File: src/rtl/fir_acc_output_stage.sv
// Output stage of the FIR MAC datapath: round-half-up and saturate the wide accumulator
// to an OUT_W sample, then buffer it in a first-word-fall-through FIFO for the next stage.
module fir_acc_output_stage #(
    parameter int ACC_W = 68,
    parameter int OUT_W = 24,
    parameter int SHIFT = 34,
    parameter int DEPTH = 4
) (
    input  logic                     clock,
    input  logic                     reset,
    input  logic [ACC_W-1:0]         acc_in,
    input  logic                     acc_valid,
    input  logic                     clr_flags,
    output logic [OUT_W-1:0]         out_data,
    output logic                     out_valid,
    input  logic                     out_ready,
    output logic [$clog2(DEPTH):0]   fill,
    output logic                     sat_flag,
    output logic                     ovf_flag
);

    localparam int AW  = $clog2(DEPTH);
    localparam int PW  = AW + 1;
    localparam int RSH = (SHIFT > 0) ? SHIFT - 1 : 0;

    localparam logic [ACC_W:0] ONE_R = {{ACC_W{1'b0}}, 1'b1};
    localparam logic [ACC_W:0] RND   = (SHIFT > 0) ? (ONE_R << RSH) : '0;

    localparam logic signed [ACC_W:0] MAX_Q = {{(ACC_W + 2 - OUT_W){1'b0}}, {(OUT_W - 1){1'b1}}};
    localparam logic signed [ACC_W:0] MIN_Q = {{(ACC_W + 2 - OUT_W){1'b1}}, {(OUT_W - 1){1'b0}}};

    localparam logic [OUT_W-1:0] OUT_MAX = {1'b0, {(OUT_W - 1){1'b1}}};
    localparam logic [OUT_W-1:0] OUT_MIN = {1'b1, {(OUT_W - 1){1'b0}}};

    // Stage 1: one extra sign bit so the rounding add can never wrap.
    logic                    s1_valid;
    logic signed [ACC_W:0]   s1_r;

    always_ff @(posedge clock or negedge reset) begin
        if (!reset) begin
            s1_valid <= 1'b0;
            s1_r     <= '0;
        end else begin
            s1_valid <= acc_valid;
            if (acc_valid) begin
                s1_r <= {acc_in[ACC_W-1], acc_in} + RND;
            end
        end
    end

    // Stage 2: arithmetic shift, then clamp to the signed OUT_W range.
    logic signed [ACC_W:0]   q;
    logic                    sat_hi;
    logic                    sat_lo;
    logic [OUT_W-1:0]        q_clamp;
    logic                    sat_evt;

    assign q       = s1_r >>> SHIFT;
    assign sat_hi  = (q > MAX_Q);
    assign sat_lo  = (q < MIN_Q);
    assign sat_evt = s1_valid & (sat_hi | sat_lo);

    always_comb begin
        q_clamp = q[OUT_W-1:0];
        if (sat_hi) begin
            q_clamp = OUT_MAX;
        end else if (sat_lo) begin
            q_clamp = OUT_MIN;
        end
    end

    logic                    s2_valid;
    logic [OUT_W-1:0]        s2_data;

    always_ff @(posedge clock or negedge reset) begin
        if (!reset) begin
            s2_valid <= 1'b0;
            s2_data  <= '0;
        end else begin
            s2_valid <= s1_valid;
            if (s1_valid) begin
                s2_data <= q_clamp;
            end
        end
    end

    // Output handshake: out_valid means the FIFO head in out_data is a real sample;
    // a transfer happens on any rising edge where out_valid & out_ready are both 1.
    // out_data stays stable while out_valid=1 and out_ready=0; out_ready alone does nothing.
    logic [OUT_W-1:0]        mem [DEPTH];
    logic [PW-1:0]           wr_ptr;
    logic [PW-1:0]           rd_ptr;
    logic                    empty;
    logic                    full;
    logic                    pop;
    logic                    push_ok;
    logic                    drop;

    assign empty   = (wr_ptr == rd_ptr);
    assign full    = (wr_ptr[AW] != rd_ptr[AW]) && (wr_ptr[AW-1:0] == rd_ptr[AW-1:0]);
    assign pop     = out_valid & out_ready;
    // A full FIFO still accepts a push when the head leaves in the same cycle.
    assign push_ok = s2_valid & (~full | pop);
    assign drop    = s2_valid & full & ~pop;

    always_ff @(posedge clock or negedge reset) begin
        if (!reset) begin
            wr_ptr <= '0;
            rd_ptr <= '0;
        end else begin
            if (push_ok) begin
                wr_ptr <= wr_ptr + PW'(1);
            end
            if (pop) begin
                rd_ptr <= rd_ptr + PW'(1);
            end
        end
    end

    always_ff @(posedge clock) begin
        if (push_ok) begin
            mem[wr_ptr[AW-1:0]] <= s2_data;
        end
    end

    assign out_valid = ~empty;
    assign out_data  = empty ? '0 : mem[rd_ptr[AW-1:0]];
    assign fill      = wr_ptr - rd_ptr;

    // A new event in the same cycle as clr_flags keeps the flag set.
    always_ff @(posedge clock or negedge reset) begin
        if (!reset) begin
            sat_flag <= 1'b0;
            ovf_flag <= 1'b0;
        end else begin
            sat_flag <= sat_evt | (sat_flag & ~clr_flags);
            ovf_flag <= drop | (ovf_flag & ~clr_flags);
        end
    end

endmodule

File: config.mk
export PLATFORM = sky130hd
export DESIGN_NAME = fir_acc_output_stage
export DESIGN_NICKNAME = d
export VERILOG_FILES = /design/src/rtl/fir_acc_output_stage.sv
export SDC_FILE = /design/constraint.sdc
export NUM_CORES = 1
export LEC_CHECK = 0
export CELL_PAD_IN_SITES_DETAIL_PLACEMENT = 1
export CELL_PAD_IN_SITES_GLOBAL_PLACEMENT = 2
export CORE_ASPECT_RATIO = 1.75
export CORE_MARGIN = 8
export CORE_UTILIZATION = 37
export DETAILED_ROUTE_END_ITERATION = 10
export GPL_TIMING_DRIVEN = 1
export PLACE_DENSITY = 0.9
export SYNTH_ARGS = -nofsm -noshare
export SYNTH_HDL_FRONTEND = slang
export SYNTH_SLANG_ARGS = --single-unit
File: constraint.sdc
create_clock -name clock -period 3.2 [get_ports clock]
set_input_delay 0.48 -clock clock [delete_from_list [all_inputs] [get_ports clock]]
set_output_delay 0.48 -clock clock [all_outputs]
set_load 0.02 [all_outputs]
==> implementation parameters <==
Parameter                              Value

STA
  Hold Vio Cnt, Final ... 0
  Max-slew headroom ... 23.1%
  Maximum clock rate ... 0.344 GHz
  Smallest hold slack ... 0.154 ns
  Layout Skew ... 0.00696 ns
  Ratio of final minimum period to clock period ... 90.7%
  Unrepaired setup endpoints after global routing ... false
  Final setup vio count ... 0
  Final critical delay including setup and external delays ... 2.90 ns
  Count of pins over their slew limit ... 0
  Tightest Pin Transition ... 1.15 ns
  Final TNS setup ... 0 ns

Place
  Post-Place Cell Area ... 8170 sq um
  Quantity of I/O buffers inserted on ports ... 69
  Hpwl dp ... 11700 microns
  Routability Congestion ... 0.861

Clock network
  Total number of H-tree levels ... 4
  Clock tree from TritonCTS ... yes
  Total CTS buffers ... 17
  Total number of clock tree sinks ... 165
  Number of hold-repair buffers added at the cts stage ... 0
  Count of buffers added by post-CTS timing repair for setup ... 0
  Clock Latency Late Sink ... 0.42 ns
  Clock Pin Slew Worst Setup and Hold Paths ... 0.07 ns
  Clock tree root driver cell ... sky130_fd_sc_hd__clkbuf_16
  Post-CTS sizing ... 0
  Max Root-Sink Buffers ... 2

Die
  Total die area ... 24300 sq um
  Core Region ... 19100 sq um
  Number of primary I/O pins ... 103
  DIE HEIGHT ... 200 microns
  Die outline width ... 121 microns
  Total number of placement rows ... 67
  Effective utilization at floorplan ... 37.6%

Drt
  Average wire per standard cell ... 18.8 microns
  Remaining routing DRC violations ... 0
  Ratio of routed vias to standard cells ... 5.30
  Iteration-0 DRC Markers ... 159
  Routed WL ... 16400 microns
  Antenna violation net count after detailed routing ... 0
  Vias post-DR ... 4614
  Number of iterations in the first detailed-routing pass ... 4

Setup path
  Type of element launching the critical path ... flip-flop
  Critical Path RT ... 2.72 ns
  Endpoint arrival time on the critical path ... 2.42 ns
  CP max FO ... 17
  Crit Path Category ... flip-flop to output port
  Endpoint kind of the worst setup timing path ... output port
  Cells on worst reg2reg path ... 5

Run status
  Outcome ... complete, no violations

Synthesis
  Synthesized net count ... 625
  FFs w/ async S/R, synth ... 41.8%
  Fraction of post-synthesis cell area in the top cell type by area ... 40.1%
  Mean Syn Cell Area ... 13.2 sq um
  Synth area leader ... sky130_fd_sc_hd__edfxtp_1
  Dominant register cell in the synthesized netlist ... sky130_fd_sc_hd__edfxtp_1
  Number of enable flip-flop cells after synthesis ... 96
  Leading cell types by count after synthesis ... sky130_fd_sc_hd__edfxtp_1, sky130_fd_sc_hd__dfrtp_1, sky130_fd_sc_hd__nor2_1, sky130_fd_sc_hd__inv_1, sky130_fd_sc_hd__and2_1
  Top-count cell post-synth ... sky130_fd_sc_hd__edfxtp_1
  Leading post-synthesis cells by cell area ... sky130_fd_sc_hd__edfxtp_1, sky130_fd_sc_hd__dfrtp_1, sky130_fd_sc_hd__mux4_2, sky130_fd_sc_hd__nor2_1, sky130_fd_sc_hd__and2_1
  Number of register bits inferred by synthesis ... 165
  Syn Inst Count ... 543
  Post-synthesis instance area ... 7190 sq um
  Synth cell types ... 36
  Proportion of synthesized chip area in sequential cells ... 64.1%
  Ys Warns ... 0

Global route
  Via count of the first global-routing pass ... 5160
  Number of antenna violations at the first check in global routing ... 0
  Total congestion overflow after global routing ... 0
  Largest net degree at the start of global routing ... 43
  Tot GR Track Use ... 14.3%
  First-pass GRT wire length ... 27400 microns

Layout
  Post-layout nets ... 698
  Antenna Diode Count ... 0
  Final cell utilization of the core ... 45.7%
  Share of post-route cells with drive strength above 1 ... 12.7%
  Design area ... 8730 sq um
  Syn-to-layout area delta ... 21.5%
  Filler Cell Count ... 2002

Worst hold path
  Class of the tightest hold or removal check ... input pin to asynchronous set/reset pin

Power
  Static leakage ... 3.14 nW
  Peak supply drop ... 671 uV
  P per Cell Area ... 875 nW/um^2

Run
  Max-cap violation count ... 0
area by class of cell:
cell class / instances / area [sq um] / area share [%]
Sequential cell: 165 / 4610 / 52.8
Multi-Input combinational cell: 315 / 2340 / 26.8
Timing Repair Buffer: 82 / 791 / 9.05
Clock buffer: 17 / 425 / 4.87
Tap cell: 241 / 302 / 3.45
Clock inverter: 15 / 138 / 1.58
Inverter: 35 / 131 / 1.50
cell families after synthesis:
group | Yosys count | share of synthesized area, %
adders and majority gates | 9 | 1.67
xor gates and xnor gates | 20 | 2.44
and+or+nand+nor | 176 | 13.2
buffers and inverters | 63 | 3.45
AOI/OAI and AO/OA | 83 | 7.15
muxes | 27 | 7.99
DFF | 165 | 64.1
placed cells by master (no fill, tap or decap), types with 14 or more instances in the layout:
cell type and n:
sky130_fd_sc_hd__nand2_1 17, sky130_fd_sc_hd__nand4_1 14, sky130_fd_sc_hd__or4_1 15, sky130_fd_sc_hd__dfrtp_1 68, sky130_fd_sc_hd__a31oi_1 19, sky130_fd_sc_hd__inv_1 35
sky130_fd_sc_hd__edfxtp_1 96, sky130_fd_sc_hd__clkdlybuf4s50_1 67, sky130_fd_sc_hd__a21oi_1 14, sky130_fd_sc_hd__o22ai_1 24, sky130_fd_sc_hd__nor2_1 59, sky130_fd_sc_hd__clkbuf_16 17
sky130_fd_sc_hd__mux4_2 24, sky130_fd_sc_hd__and2_1 28
critical path, stage by stage (launching register included):
cell                              delay (ns)
sky130_fd_sc_hd__dfrtp_2                0.52
sky130_fd_sc_hd__buf_12                 0.22
sky130_fd_sc_hd__mux4_2                 0.53
sky130_fd_sc_hd__and2_1                 0.18
sky130_fd_sc_hd__clkdlybuf4s50_1        0.53
final timing paths:
check | endpoint | slack (ns) | start
worst max-delay path | out_data[11] | 0.30 | rd_ptr[0]
worst min-delay path | s1_r[52] | 0.15 | reset
worst max register to register | mem[3][4] | 1.08 | rd_ptr[0]
worst min register to register | wr_ptr[2] | 0.49 | wr_ptr[2]
max in group asynchronous | s2_data[5] | 2.23 | reset
min in group clock | wr_ptr[2] | 0.49 | wr_ptr[2]
power by group:
part / internal, W / switching, W
Clock: 0.00103 / 0.000888
Combinational: 0.00137 / 0.00142
Sequential: 0.00272 / 0.000212
Total: 0.00512 / 0.00253
flip-flops by register name, summed over array words and instances (netlist names):
signal	cells
s2_data	24
ovf_flag	1
s1_r	35
mem	96
sat_flag	1
rd_ptr	3
wr_ptr	3
s2_valid	1
s1_valid	1
per-layer routing:
| layer | track usage [%] | vias up | routed length, microns |
|---|---|---|---|
| met1 | 15.5 | 2331 | 6330 |
| met4 | 5.94 | 0 | 354 |
| met3 | 2.99 | 21 | 518 |
| li1 | - | 2178 | - |
| met5 | 0 | - | 0 |
| met2 | 25.9 | 84 | 9170 |
per-stage QoR:
| stage | instances | power [W] | setup slack [ns] |
|---|---|---|---|
| 2_1_floorplan | 543 | 0.00454 | 0.503 |
| 3_3_place_gp | 838 | 0.00571 | 0.298 |
| 3_5_place_dp | 838 | 0.00583 | 0.272 |
| 4_1_cts | 870 | 0.00777 | 0.0789 |
| 5_1_grt | 870 | 0.00806 | 0.154 |
| 6_report | 870 | 0.00765 | 0.297 |
(Power assumes the default switching activity.)
